$ cat src/rtl/fetch_pcgen_pkg.sv
// fetch_pcgen_pkg: shared types and defaults for the dual-slot fetch front end
package fetch_pcgen_pkg;
  localparam logic [31:0] RESET_PC_DEF = 32'h8000_0000;
  localparam int FQ_DEPTH_DEF = 4;
  typedef struct packed {
    logic [31:0] pc;
    logic [1:0]  mask;
    logic [1:0]  taken;
    logic [31:0] taddr0;
    logic [31:0] taddr1;
    logic [3:0]  tsat;
    logic [63:0] data;
    logic        pred_ok;
    logic        data_ok;
  } fetch_entry_type;
  function automatic logic [1:0] slot_mask(input logic b2);
    return b2 ? 2'b10 : 2'b11;
  endfunction
endpackage

$ cat src/rtl/fetch_pcgen_if.sv
// fetch_pcgen_if: btac, imem and decode signals of the fetch front end
interface fetch_pcgen_if;
  logic [31:0] get_pc0, get_pc1;
  logic        pred0_taken, pred1_taken;
  logic [31:0] pred0_taddr, pred1_taddr;
  logic [1:0]  pred0_tsat, pred1_tsat;
  logic        pred_miss;
  logic [31:0] pred_maddr;
  logic        req_valid, req_ready;
  logic [31:0] req_addr;
  logic        resp_valid;
  logic [63:0] resp_data;
  logic        out_valid, out_ready;
  logic [31:0] out_pc;
  logic [1:0]  out_mask;
  logic [63:0] out_instr;
  logic [1:0]  out_taken;
  logic [31:0] out_taddr0, out_taddr1;
  logic [3:0]  out_tsat;
  modport master (
    output get_pc0, get_pc1, req_valid, req_addr, out_valid, out_pc, out_mask, out_instr,
           out_taken, out_taddr0, out_taddr1, out_tsat,
    input  pred0_taken, pred1_taken, pred0_taddr, pred1_taddr, pred0_tsat, pred1_tsat,
           pred_miss, pred_maddr, req_ready, resp_valid, resp_data, out_ready
  );
  modport slave (
    input  get_pc0, get_pc1, req_valid, req_addr, out_valid, out_pc, out_mask, out_instr,
           out_taken, out_taddr0, out_taddr1, out_tsat,
    output pred0_taken, pred1_taken, pred0_taddr, pred1_taddr, pred0_tsat, pred1_tsat,
           pred_miss, pred_maddr, req_ready, resp_valid, resp_data, out_ready
  );
endinterface

$ cat src/rtl/fetch_pcgen_queue.sv
// fetch_pcgen_queue: circular fetch queue pairing issued bundles with late predictions and in-order data
module fetch_pcgen_queue
  import fetch_pcgen_pkg::*;
#(
  parameter int DEPTH = 4,
  localparam int AW = $clog2(DEPTH)
) (
  input  logic            clock,
  input  logic            reset,
  input  logic            alloc_i,
  input  logic [31:0]     alloc_pc_i,
  input  logic [1:0]      alloc_mask_i,
  output logic [AW-1:0]   alloc_idx_o,
  input  logic            patch_i,
  input  logic [AW-1:0]   patch_idx_i,
  input  logic [1:0]      patch_taken_i,
  input  logic [31:0]     patch_taddr0_i,
  input  logic [31:0]     patch_taddr1_i,
  input  logic [3:0]      patch_tsat_i,
  input  logic            fill_i,
  input  logic [63:0]     fill_data_i,
  input  logic            pop_i,
  input  logic            flush_i,
  output logic [AW:0]     count_o,
  output fetch_entry_type head_o
);
  fetch_entry_type ent_q [DEPTH];
  logic [AW-1:0] head_q, tail_q, fill_q;
  logic [AW:0] count_q;
  // head view and allocation slot
  always_comb begin
    alloc_idx_o = tail_q;
    count_o = count_q;
    head_o = ent_q[head_q];
  end
  // fill_q tracks the oldest entry still waiting for data; a flush realigns every pointer to tail
  always_ff @(posedge clock) begin
    if (reset) begin
      head_q <= '0;
      tail_q <= '0;
      fill_q <= '0;
      count_q <= '0;
    end else if (flush_i) begin
      head_q <= tail_q;
      fill_q <= tail_q;
      count_q <= '0;
    end else begin
      if (alloc_i) ent_q[tail_q] <= '{pc: alloc_pc_i, mask: alloc_mask_i, default: '0};
      if (patch_i) begin
        ent_q[patch_idx_i].taken <= patch_taken_i;
        ent_q[patch_idx_i].taddr0 <= patch_taddr0_i;
        ent_q[patch_idx_i].taddr1 <= patch_taddr1_i;
        ent_q[patch_idx_i].tsat <= patch_tsat_i;
        ent_q[patch_idx_i].pred_ok <= 1'b1;
        if (patch_taken_i[0]) ent_q[patch_idx_i].mask[1] <= 1'b0;
      end
      if (fill_i) begin
        ent_q[fill_q].data <= fill_data_i;
        ent_q[fill_q].data_ok <= 1'b1;
      end
      fill_q <= fill_q + AW'(fill_i);
      tail_q <= tail_q + AW'(alloc_i);
      head_q <= head_q + AW'(pop_i);
      count_q <= count_q + (AW+1)'(alloc_i) - (AW+1)'(pop_i);
    end
  end
endmodule

$ cat src/rtl/fetch_pcgen.sv
// fetch_pcgen: next-PC generation, bundle issue and prediction/response pairing for dual-slot fetch
module fetch_pcgen
  import fetch_pcgen_pkg::*;
#(
  parameter logic [31:0] RESET_PC = RESET_PC_DEF,
  parameter int FQ_DEPTH = FQ_DEPTH_DEF
) (
  input logic           clock,
  input logic           reset,
  fetch_pcgen_if.master bus
);
  localparam int AW = $clog2(FQ_DEPTH);
  localparam logic [AW:0] DEPTH_W = (AW+1)'(FQ_DEPTH);
  logic [28:0] fpc_q, fpc_d;
  logic [1:0] smask_q, smask_d, r_mask_q;
  logic r_issued_q;
  logic [AW-1:0] r_tail_q, tail;
  logic [AW:0] inflight_q, inflight_d, drop_q, drop_d, count;
  logic [29:0] tgt;
  logic t0, t1, patch, redirect, accept, fill, pop;
  fetch_entry_type head;
  // redirect resolution, issue gating and next-PC selection; a redirect always costs one issue slot
  always_comb begin
    patch = r_issued_q && !bus.pred_miss;
    t0 = patch && bus.pred0_taken && r_mask_q[0];
    t1 = patch && bus.pred1_taken && !t0;
    redirect = bus.pred_miss || t0 || t1;
    tgt = bus.pred_miss ? bus.pred_maddr[31:2] : t0 ? bus.pred0_taddr[31:2] : bus.pred1_taddr[31:2];
    bus.get_pc0 = {fpc_q, 3'b000};
    bus.get_pc1 = {fpc_q, 3'b100};
    bus.req_addr = {fpc_q, 3'b000};
    bus.req_valid = !reset && !redirect && count < DEPTH_W && inflight_q < DEPTH_W;
    accept = bus.req_valid && bus.req_ready;
    fpc_d = redirect ? tgt[29:1] : accept ? fpc_q + 29'd1 : fpc_q;
    smask_d = redirect ? slot_mask(tgt[0]) : accept ? 2'b11 : smask_q;
    inflight_d = inflight_q + (AW+1)'(accept) - (AW+1)'(bus.resp_valid);
    drop_d = bus.pred_miss ? inflight_q - (AW+1)'(bus.resp_valid) : drop_q - (AW+1)'(bus.resp_valid && drop_q != '0);
    fill = bus.resp_valid && drop_q == '0 && !bus.pred_miss;
    bus.out_valid = count != '0 && head.pred_ok && head.data_ok;
    pop = bus.out_valid && bus.out_ready;
    bus.out_pc = head.pc;
    bus.out_mask = head.mask;
    bus.out_instr = head.data;
    bus.out_taken = head.taken;
    bus.out_taddr0 = head.taddr0;
    bus.out_taddr1 = head.taddr1;
    bus.out_tsat = head.tsat;
  end
  // fetch PC state; r_* capture every cycle but only matter the cycle after an accept
  always_ff @(posedge clock) begin
    if (reset) begin
      fpc_q <= RESET_PC[31:3];
      smask_q <= 2'b11;
      r_issued_q <= 1'b0;
      r_tail_q <= '0;
      r_mask_q <= 2'b11;
      inflight_q <= '0;
      drop_q <= '0;
    end else begin
      fpc_q <= fpc_d;
      smask_q <= smask_d;
      r_issued_q <= accept;
      r_tail_q <= tail;
      r_mask_q <= smask_q;
      inflight_q <= inflight_d;
      drop_q <= drop_d;
    end
  end
  fetch_pcgen_queue #(.DEPTH(FQ_DEPTH)) u_queue (
    .clock(clock),
    .reset(reset),
    .alloc_i(accept),
    .alloc_pc_i(bus.req_addr),
    .alloc_mask_i(smask_q),
    .alloc_idx_o(tail),
    .patch_i(patch),
    .patch_idx_i(r_tail_q),
    .patch_taken_i({t1, t0}),
    .patch_taddr0_i(bus.pred0_taddr),
    .patch_taddr1_i(bus.pred1_taddr),
    .patch_tsat_i({bus.pred1_tsat, bus.pred0_tsat}),
    .fill_i(fill),
    .fill_data_i(bus.resp_data),
    .pop_i(pop),
    .flush_i(bus.pred_miss),
    .count_o(count),
    .head_o(head)
  );
endmodule

$ cat src/flat_wrapper.sv
// flat-port wrapper written by rule: the top's interface ports become plain ports
module fetch_pcgen_flat import fetch_pcgen_pkg::*;
#(
  parameter logic [31:0] RESET_PC = RESET_PC_DEF,
  parameter int FQ_DEPTH = FQ_DEPTH_DEF
)
  (clock, reset, bus_get_pc0, bus_get_pc1, bus_req_valid, bus_req_addr, bus_out_valid, bus_out_pc, bus_out_mask, bus_out_instr, bus_out_taken, bus_out_taddr0, bus_out_taddr1, bus_out_tsat, bus_pred0_taken, bus_pred1_taken, bus_pred0_taddr, bus_pred1_taddr, bus_pred0_tsat, bus_pred1_tsat, bus_pred_miss, bus_pred_maddr, bus_req_ready, bus_resp_valid, bus_resp_data, bus_out_ready);
  fetch_pcgen_if bus_i ();
  input logic clock;
  input logic reset;
  output wire logic [$bits(bus_i.get_pc0)-1:0] bus_get_pc0;
  output wire logic [$bits(bus_i.get_pc1)-1:0] bus_get_pc1;
  output wire logic [$bits(bus_i.req_valid)-1:0] bus_req_valid;
  output wire logic [$bits(bus_i.req_addr)-1:0] bus_req_addr;
  output wire logic [$bits(bus_i.out_valid)-1:0] bus_out_valid;
  output wire logic [$bits(bus_i.out_pc)-1:0] bus_out_pc;
  output wire logic [$bits(bus_i.out_mask)-1:0] bus_out_mask;
  output wire logic [$bits(bus_i.out_instr)-1:0] bus_out_instr;
  output wire logic [$bits(bus_i.out_taken)-1:0] bus_out_taken;
  output wire logic [$bits(bus_i.out_taddr0)-1:0] bus_out_taddr0;
  output wire logic [$bits(bus_i.out_taddr1)-1:0] bus_out_taddr1;
  output wire logic [$bits(bus_i.out_tsat)-1:0] bus_out_tsat;
  input wire logic [$bits(bus_i.pred0_taken)-1:0] bus_pred0_taken;
  input wire logic [$bits(bus_i.pred1_taken)-1:0] bus_pred1_taken;
  input wire logic [$bits(bus_i.pred0_taddr)-1:0] bus_pred0_taddr;
  input wire logic [$bits(bus_i.pred1_taddr)-1:0] bus_pred1_taddr;
  input wire logic [$bits(bus_i.pred0_tsat)-1:0] bus_pred0_tsat;
  input wire logic [$bits(bus_i.pred1_tsat)-1:0] bus_pred1_tsat;
  input wire logic [$bits(bus_i.pred_miss)-1:0] bus_pred_miss;
  input wire logic [$bits(bus_i.pred_maddr)-1:0] bus_pred_maddr;
  input wire logic [$bits(bus_i.req_ready)-1:0] bus_req_ready;
  input wire logic [$bits(bus_i.resp_valid)-1:0] bus_resp_valid;
  input wire logic [$bits(bus_i.resp_data)-1:0] bus_resp_data;
  input wire logic [$bits(bus_i.out_ready)-1:0] bus_out_ready;
  assign bus_get_pc0 = bus_i.get_pc0;
  assign bus_get_pc1 = bus_i.get_pc1;
  assign bus_req_valid = bus_i.req_valid;
  assign bus_req_addr = bus_i.req_addr;
  assign bus_out_valid = bus_i.out_valid;
  assign bus_out_pc = bus_i.out_pc;
  assign bus_out_mask = bus_i.out_mask;
  assign bus_out_instr = bus_i.out_instr;
  assign bus_out_taken = bus_i.out_taken;
  assign bus_out_taddr0 = bus_i.out_taddr0;
  assign bus_out_taddr1 = bus_i.out_taddr1;
  assign bus_out_tsat = bus_i.out_tsat;
  assign bus_i.pred0_taken = bus_pred0_taken;
  assign bus_i.pred1_taken = bus_pred1_taken;
  assign bus_i.pred0_taddr = bus_pred0_taddr;
  assign bus_i.pred1_taddr = bus_pred1_taddr;
  assign bus_i.pred0_tsat = bus_pred0_tsat;
  assign bus_i.pred1_tsat = bus_pred1_tsat;
  assign bus_i.pred_miss = bus_pred_miss;
  assign bus_i.pred_maddr = bus_pred_maddr;
  assign bus_i.req_ready = bus_req_ready;
  assign bus_i.resp_valid = bus_resp_valid;
  assign bus_i.resp_data = bus_resp_data;
  assign bus_i.out_ready = bus_out_ready;
  fetch_pcgen #(.RESET_PC(RESET_PC), .FQ_DEPTH(FQ_DEPTH)) u_core (.clock(clock), .reset(reset), .bus(bus_i));
endmodule
$ cat config.mk
export PLATFORM = sky130hd
export DESIGN_NAME = fetch_pcgen_flat
export DESIGN_NICKNAME = d
export VERILOG_FILES = /design/src/rtl/fetch_pcgen_pkg.sv /design/src/rtl/fetch_pcgen_if.sv /design/src/rtl/fetch_pcgen_queue.sv /design/src/rtl/fetch_pcgen.sv /design/src/flat_wrapper.sv
export SDC_FILE = /design/constraint.sdc
export NUM_CORES = 1
export LEC_CHECK = 0
export BUFFER_PORTS_ARGS = -buffer_cell sky130_fd_sc_hd__buf_4
export CAP_MARGIN = 20
export CORE_UTILIZATION = 62
export DETAILED_ROUTE_END_ITERATION = 8
export GPL_TIMING_DRIVEN = 0
export PLACE_DENSITY = 0.81
export SLEW_MARGIN = 20
export SYNTH_ARGS = -nofsm -noshare
export SYNTH_HDL_FRONTEND = slang
export SYNTH_SLANG_ARGS = --single-unit
$ cat constraint.sdc
create_clock -name clock -period 5.1 [get_ports clock]
set_input_delay 0.255 -clock clock [delete_from_list [all_inputs] [get_ports clock]]
set_output_delay 0.255 -clock clock [all_outputs]
set_load 0.03 [all_outputs]
; Word level (Yosys, flattened, before mapping)
; Memory sizes are Yosys's and may differ from the RTL's. A register that Yosys moved wholly into a read port is not among the register bits.
; Index checks and enable logic that the tools add are counted.
[totals]
mem_bits_rw = 668
elab_cells = 78
reg_bits = 50
in_bits = 172
mem_count = 1
output_inout_bits = 266
[op_classes]
n_reduce_logical = 26
muxes = 28
add_sub_neg = 10
n_lt_le_gt_ge = 2
[mem_list]
columns = name, words, width, read_ports, rd_clocked_by_memory_dff, wr, line
row1 = u_core.u_queue.ent_q, 4, 167, 1, 1, 3, fetch_pcgen_queue.sv:27  ; fetch_entry_type ent_q [DEPTH];
[ops]
columns = cell, n
row1 = 2-to-1 mux 30 bit, 2
row2 = 2-to-1 mux 29 bit, 2
row3 = "adder 29 x 1 -> 29 bit, second input constant", 1
row4 = 2-to-1 mux 1 bit, 18
row5 = logical AND 1 bit, 15
row6 = subtractor 3 x 1 -> 3 bit, 4
row7 = 2-to-1 mux 2 bit, 5
row8 = adder 2 x 1 -> 2 bit, 3
row9 = adder 3 x 1 -> 3 bit, 2
row10 = "less-than comparator 3 bit, second input constant", 2
row11 = nonzero test 3 bit, 2
row12 = logical NOT 1 bit, 4
row13 = logical NOT 3 bit, 1
row14 = 2-to-1 mux 3 bit, 1
row15 = logical OR 1 bit, 2
row16 = nonzero test 2 bit, 1
row17 = OR reduction 2 bit, 1

; Depth between registers and ports, before layout
[depth]
ltp_word = 16
mapped_depth = 15
depth_no_buf = 13

; By module
; Synthesis repeated with hierarchy kept, for this count alone.
[unflattened]
cells_unflattened = 2003
hier_area_um2 = 32133.3
[by_module_without_submodules]
columns = mod, instances, area_per_inst_um2, seq_area_each_um2, cells_per_inst
row1 = fetch_pcgen_queue, 1, 28813.9, 20479.6, 1588
row2 = fetch_pcgen, 1, 3319.4, 800.8, 415

; Least setup slack after synthesis
; OpenSTA, ideal clock, no wires.
[synth_timing]
path_kind = input to register
start = input reset
end = memory u_core.u_queue.ent_q[0][10] (netlist bit), enable pin
cell_stages = 6
path_buffers = 1
setup_ps = 394
slack_ps = 1771
arrival_ps = 2935
required_time_ps = 4706
cell_sequence = buf_6 > nor4_1 > o211ai_1 > or3_1 > inv_1 > or2_2
[synth_lines]
columns = item, line
row1 = "start, declared", flat_wrapper.sv:10  ; input logic reset;
row2 = "end, declared", fetch_pcgen_queue.sv:27

==> results.py <==
metrics = {
    "clocking": {
        "htree_num_levels": 3,
        "clock_latency_ns": 0.61,
        "postCtsHoldBufs": 142,
        "cts_tree": "yes",
        "post_cts_buffers": 0,
        "clkSinkCount": 717,
        "clk_path_buf_depth": 3,
        "clock-root-buffer": "clkbuf_16",
        "numCtsBuffers": 71,
        "post_cts_resized": 0,
        "path_clk_slew_ns": 0.06,
    },
    "global_route": {
        "first_global_vias": 20300,
        "grt_pass1_wl_um": 125000,
        "track_usage": 0.333,
        "antenna_found_initial": 17,
        "overflow": 0,
        "grt_max_degree": 47,
    },
    "min_path": {
        "min_from": "bus_pred_maddr[12]",
        "hold_class": "in2reg",
        "holdPathStages": 3,
        "hold_path_end": "u_core.fpc_q[9]$_SDFFE_PP0P_",
    },
    "route": {
        "first_iter_violations": 2160,
        "post_drt_wl_per_cell_um": 25.3,
        "drcViolationCount": 0,
        "wl_um": 86200,
        "via_per_inst": 6.00,
        "firstDrtPassIters": 6,
        "vias": 20400,
        "postRouteAntennaNets": 0,
    },
    "placed_design": {
        "numPortBuffers": 421,
        "dp_cells": 3112,
        "place_area_um2": 35800,
        "gp_congestion": 0.939,
        "dp_hpwl_um": 56000,
    },
    "sta": {
        "setup_tns_ns": 0,
        "rsz0062_at_grt": "false",
        "maxSlewHeadroom": 0.212,
        "worstMarginPinSlew_ns": 1.18,
        "final.period_utilization": 0.785,
        "whs_ns": 0.0398,
        "setup_viol_count_final": 0,
        "finalCriticalPeriod_ns": 4.00,
        "fmaxAchievable_mhz": 250,
        "clock_skew_ns": 0.0207,
        "drv_slew": 0,
        "hold_violations": 0,
    },
    "setup_path": {
        "r2r_slack_ns": 1.47,
        "startpoint_type": "flip-flop",
        "cp_max_fo": 10,
        "r2r_cells": 7,
        "r2r_end": "u_core.u_queue.ent_q[0][12]$_DFFE_PP_",
        "endpoint_kind": "output port",
        "cp.arrival_ns": 3.75,
        "critPathRequiredTime_ns": 4.85,
        "r2r_start": "u_core.u_queue.count_o[2]$_SDFF_PP0_",
        "worst-setup-path-type": "reg2out",
    },
    "cells_and_area": {
        "final_cell_area_um2": 39600,
        "seqCellArea_um2": 20900,
        "drive_above_1_share": 0.296,
        "multi_input_area_um2": 9500,
        "syn_to_final_growth_pct": 26.0,
        "fillers": 2722,
        "final_cells": 3402,
        "nets": 2841,
    },
    "logic_synthesis": {
        "synthesis.area_um2": 31400,
        "syn_inst": 1997,
        "synth_simple_gate_area_share": 0.137,
        "synthTopCellsByArea": "edfxtp_1, mux4_2, and2_1, dfxtp_1, buf_4",
        "postSynthAreaPerCell_um2": 15.7,
        "ys_types": 63,
        "async_flop_share": 0,
        "synth_top_family_by_area": "simple AND/OR/NAND/NOR gates",
        "synth_seq_cells": 717,
        "yosysWarnings": 0,
        "synth_edf_count": 656,
        "synthAdderAreaFrac": 0.00605,
        "synth_area_leader_cell": "edfxtp_1",
        "yosysSeqAreaShare": 0.666,
        "synth-xor-area-share": 0.00669,
        "synth_compound_area_frac": 0.0235,
        "ys.flop_type": "edfxtp_1",
        "synth_top_area_frac": 0.627,
        "synth_mux_area_frac": 0.126,
    },
    "pwr": {
        "power.switching_mw": 3.29,
        "seqPwrFrac": 0.491,
        "swShare": 0.242,
        "ir_drop_uv": 323,
        "p_int_mw": 10.3,
        "leakagePower_nw": 15.2,
        "p_comb_frac": 0.122,
        "p_clk_frac": 0.387,
        "power.density_nw_per_um2": 343,
    },
    "floorplan": {
        "ios": 438,
        "core_um2": 50100,
        "num_rows": 82,
        "die_area_um2": 51600,
        "die_h_um": 227,
        "die_w_um": 227,
        "initial_core_util": 0.628,
    },
    "run_status": {
        "status": "complete, no violations",
    },
    "flow_run": {
        "maxCapViolCount": 0,
    },
}
Yosys cell counts (all sizes together) (7+ instances only):
| library cell | n |
|---|---|
| nand3 | 28 |
| a21o | 8 |
| nand4 | 7 |
| inv | 25 |
| buf | 99 |
| dfxtp | 61 |
| and4 | 7 |
| xor2 | 17 |
| nor2 | 57 |
| a21oi | 23 |
| and2 | 527 |
| and3 | 14 |
| o22ai | 9 |
| xnor2 | 7 |
| ha | 12 |
| nand2 | 45 |
| nor3 | 12 |
| clkbuf | 88 |
| mux2i | 22 |
| o21ai | 19 |
| a31oi | 7 |
| edfxtp | 656 |
| a211oi | 16 |
| o211ai | 7 |
| mux4 | 165 |
critical path: stages, from the launching register on:
cell      delay (ns)
dfxtp_1         0.33
clkbuf_1        0.43
clkbuf_1        0.75
buf_1           0.79
mux4_2          0.64
buf_4           0.19
through the flow:
step / setup slack, ns / power [mW] / utilization
CTS: 1.04 / 13.6 / 0.790
detailed placement: 1.52 / 8.31 / 0.715
floorplan: 1.77 / 7.64 / -
global placement: -0.00436 / 8.27 / 0.708
finish: 1.10 / 13.6 / 0.791
global route: 0.939 / 13.9 / 0.790
layout make-up:
| cell class | count | area share |
|---|---|---|
| antenna | 17 | 0.00107 |
| buffer | 187 | 0.0249 |
| clock buffer | 93 | 0.0499 |
| clock inverter | 38 | 0.00857 |
| inverter | 25 | 0.00237 |
| multi-input combinational | 1078 | 0.240 |
| sequential | 717 | 0.528 |
| tap | 672 | 0.0212 |
| timing repair buffer | 575 | 0.124 |
cells in the final DEF (no fill, tap or decap), types with 9 or more instances in the layout:
cell	n
buf_16	9
dfxtp_1	61
clkinv_1	14
buf_2	10
buf_1	18
nand3_1	28
nor3_1	11
edfxtp_1	656
mux4_2	165
a21oi_1	23
clkbuf_1	103
nor2_1	57
ha_1	12
nand2_1	41
dlygate4sd3_1	142
mux2i_1	22
a211oi_1	14
and3_1	13
o21ai_0	16
inv_1	22
buf_4	491
conb_1	12
and2_1	526
clkinv_2	13
clkbuf_16	75
o22ai_1	9
diode_2	17
xor2_1	17
worst max-delay path by stage:
| stage | slack, ns | endpoint | start |
|---|---|---|---|
| 5_1_grt | 0.94 | bus_out_taddr1[13] | u_core.u_queue.head_q[0]$_SDFF_PP0_ |
| 3_3_place_gp | -0.004 | u_core.u_queue.ent_q[1][111]$_DFFE_PP_ | bus_pred1_taken |
| 3_5_place_dp | 1.52 | u_core.u_queue.ent_q[0][7]$_DFFE_PP_ | bus_pred_miss |
| 2_1_floorplan | 1.77 | u_core.u_queue.ent_q[0][10]$_DFFE_PP_ | reset |
| 4_1_cts | 1.04 | bus_out_taddr0[3] | u_core.u_queue.head_q[0]$_SDFF_PP0_ |
| 6_report | 1.10 | bus_out_taddr0[3] | u_core.u_queue.head_q[0]$_SDFF_PP0_ |
cell families (layout without fill, tap and decap cells):
group / count (synthesis) / in the layout
AND/OR/NAND/NOR: 728 / 728
buffers and inverters: 212 / 918
multiplexers: 189 / 189
other: 2 / 29
flip-flops: 717 / 717
adder cells (fa/ha/maj): 14 / 14
XOR/XNOR: 24 / 24
AO/OA/AOI/OAI: 111 / 111
sequential cells by signal, summed over array words and instances, names as in the netlist, 3 cells and up:
| register | cells |
|---|---|
| u_core.fpc_q | 29 |
| u_core.u_queue.count_o | 3 |
| u_core.drop_q | 3 |
| u_core.inflight_q | 3 |
| u_core.u_queue.ent_q | 668 |
power by group through the flow:
stage                     Sequential, mW  Clock [mW]  Combinational (mW)
after floorplan                     6.77           0               0.867
after global placement              6.77           0                1.50
after detailed placement            6.77           0                1.54
after CTS                           6.65        5.26                1.64
after global routing                6.67        5.49                1.73
final                               6.65        5.25                1.66
metal layers:
| metal | track usage | vias up | wire length (um) |
|---|---|---|---|
| met4 | 0.139 | 6 | 3190 |
| met5 | 0 | - | 41 |
| met3 | 0.0800 | 181 | 8160 |
| li1 | - | 8710 | - |
| met1 | 0.429 | 10300 | 31800 |
| met2 | 0.546 | 1195 | 43000 |
(Power assumes the default switching activity.)
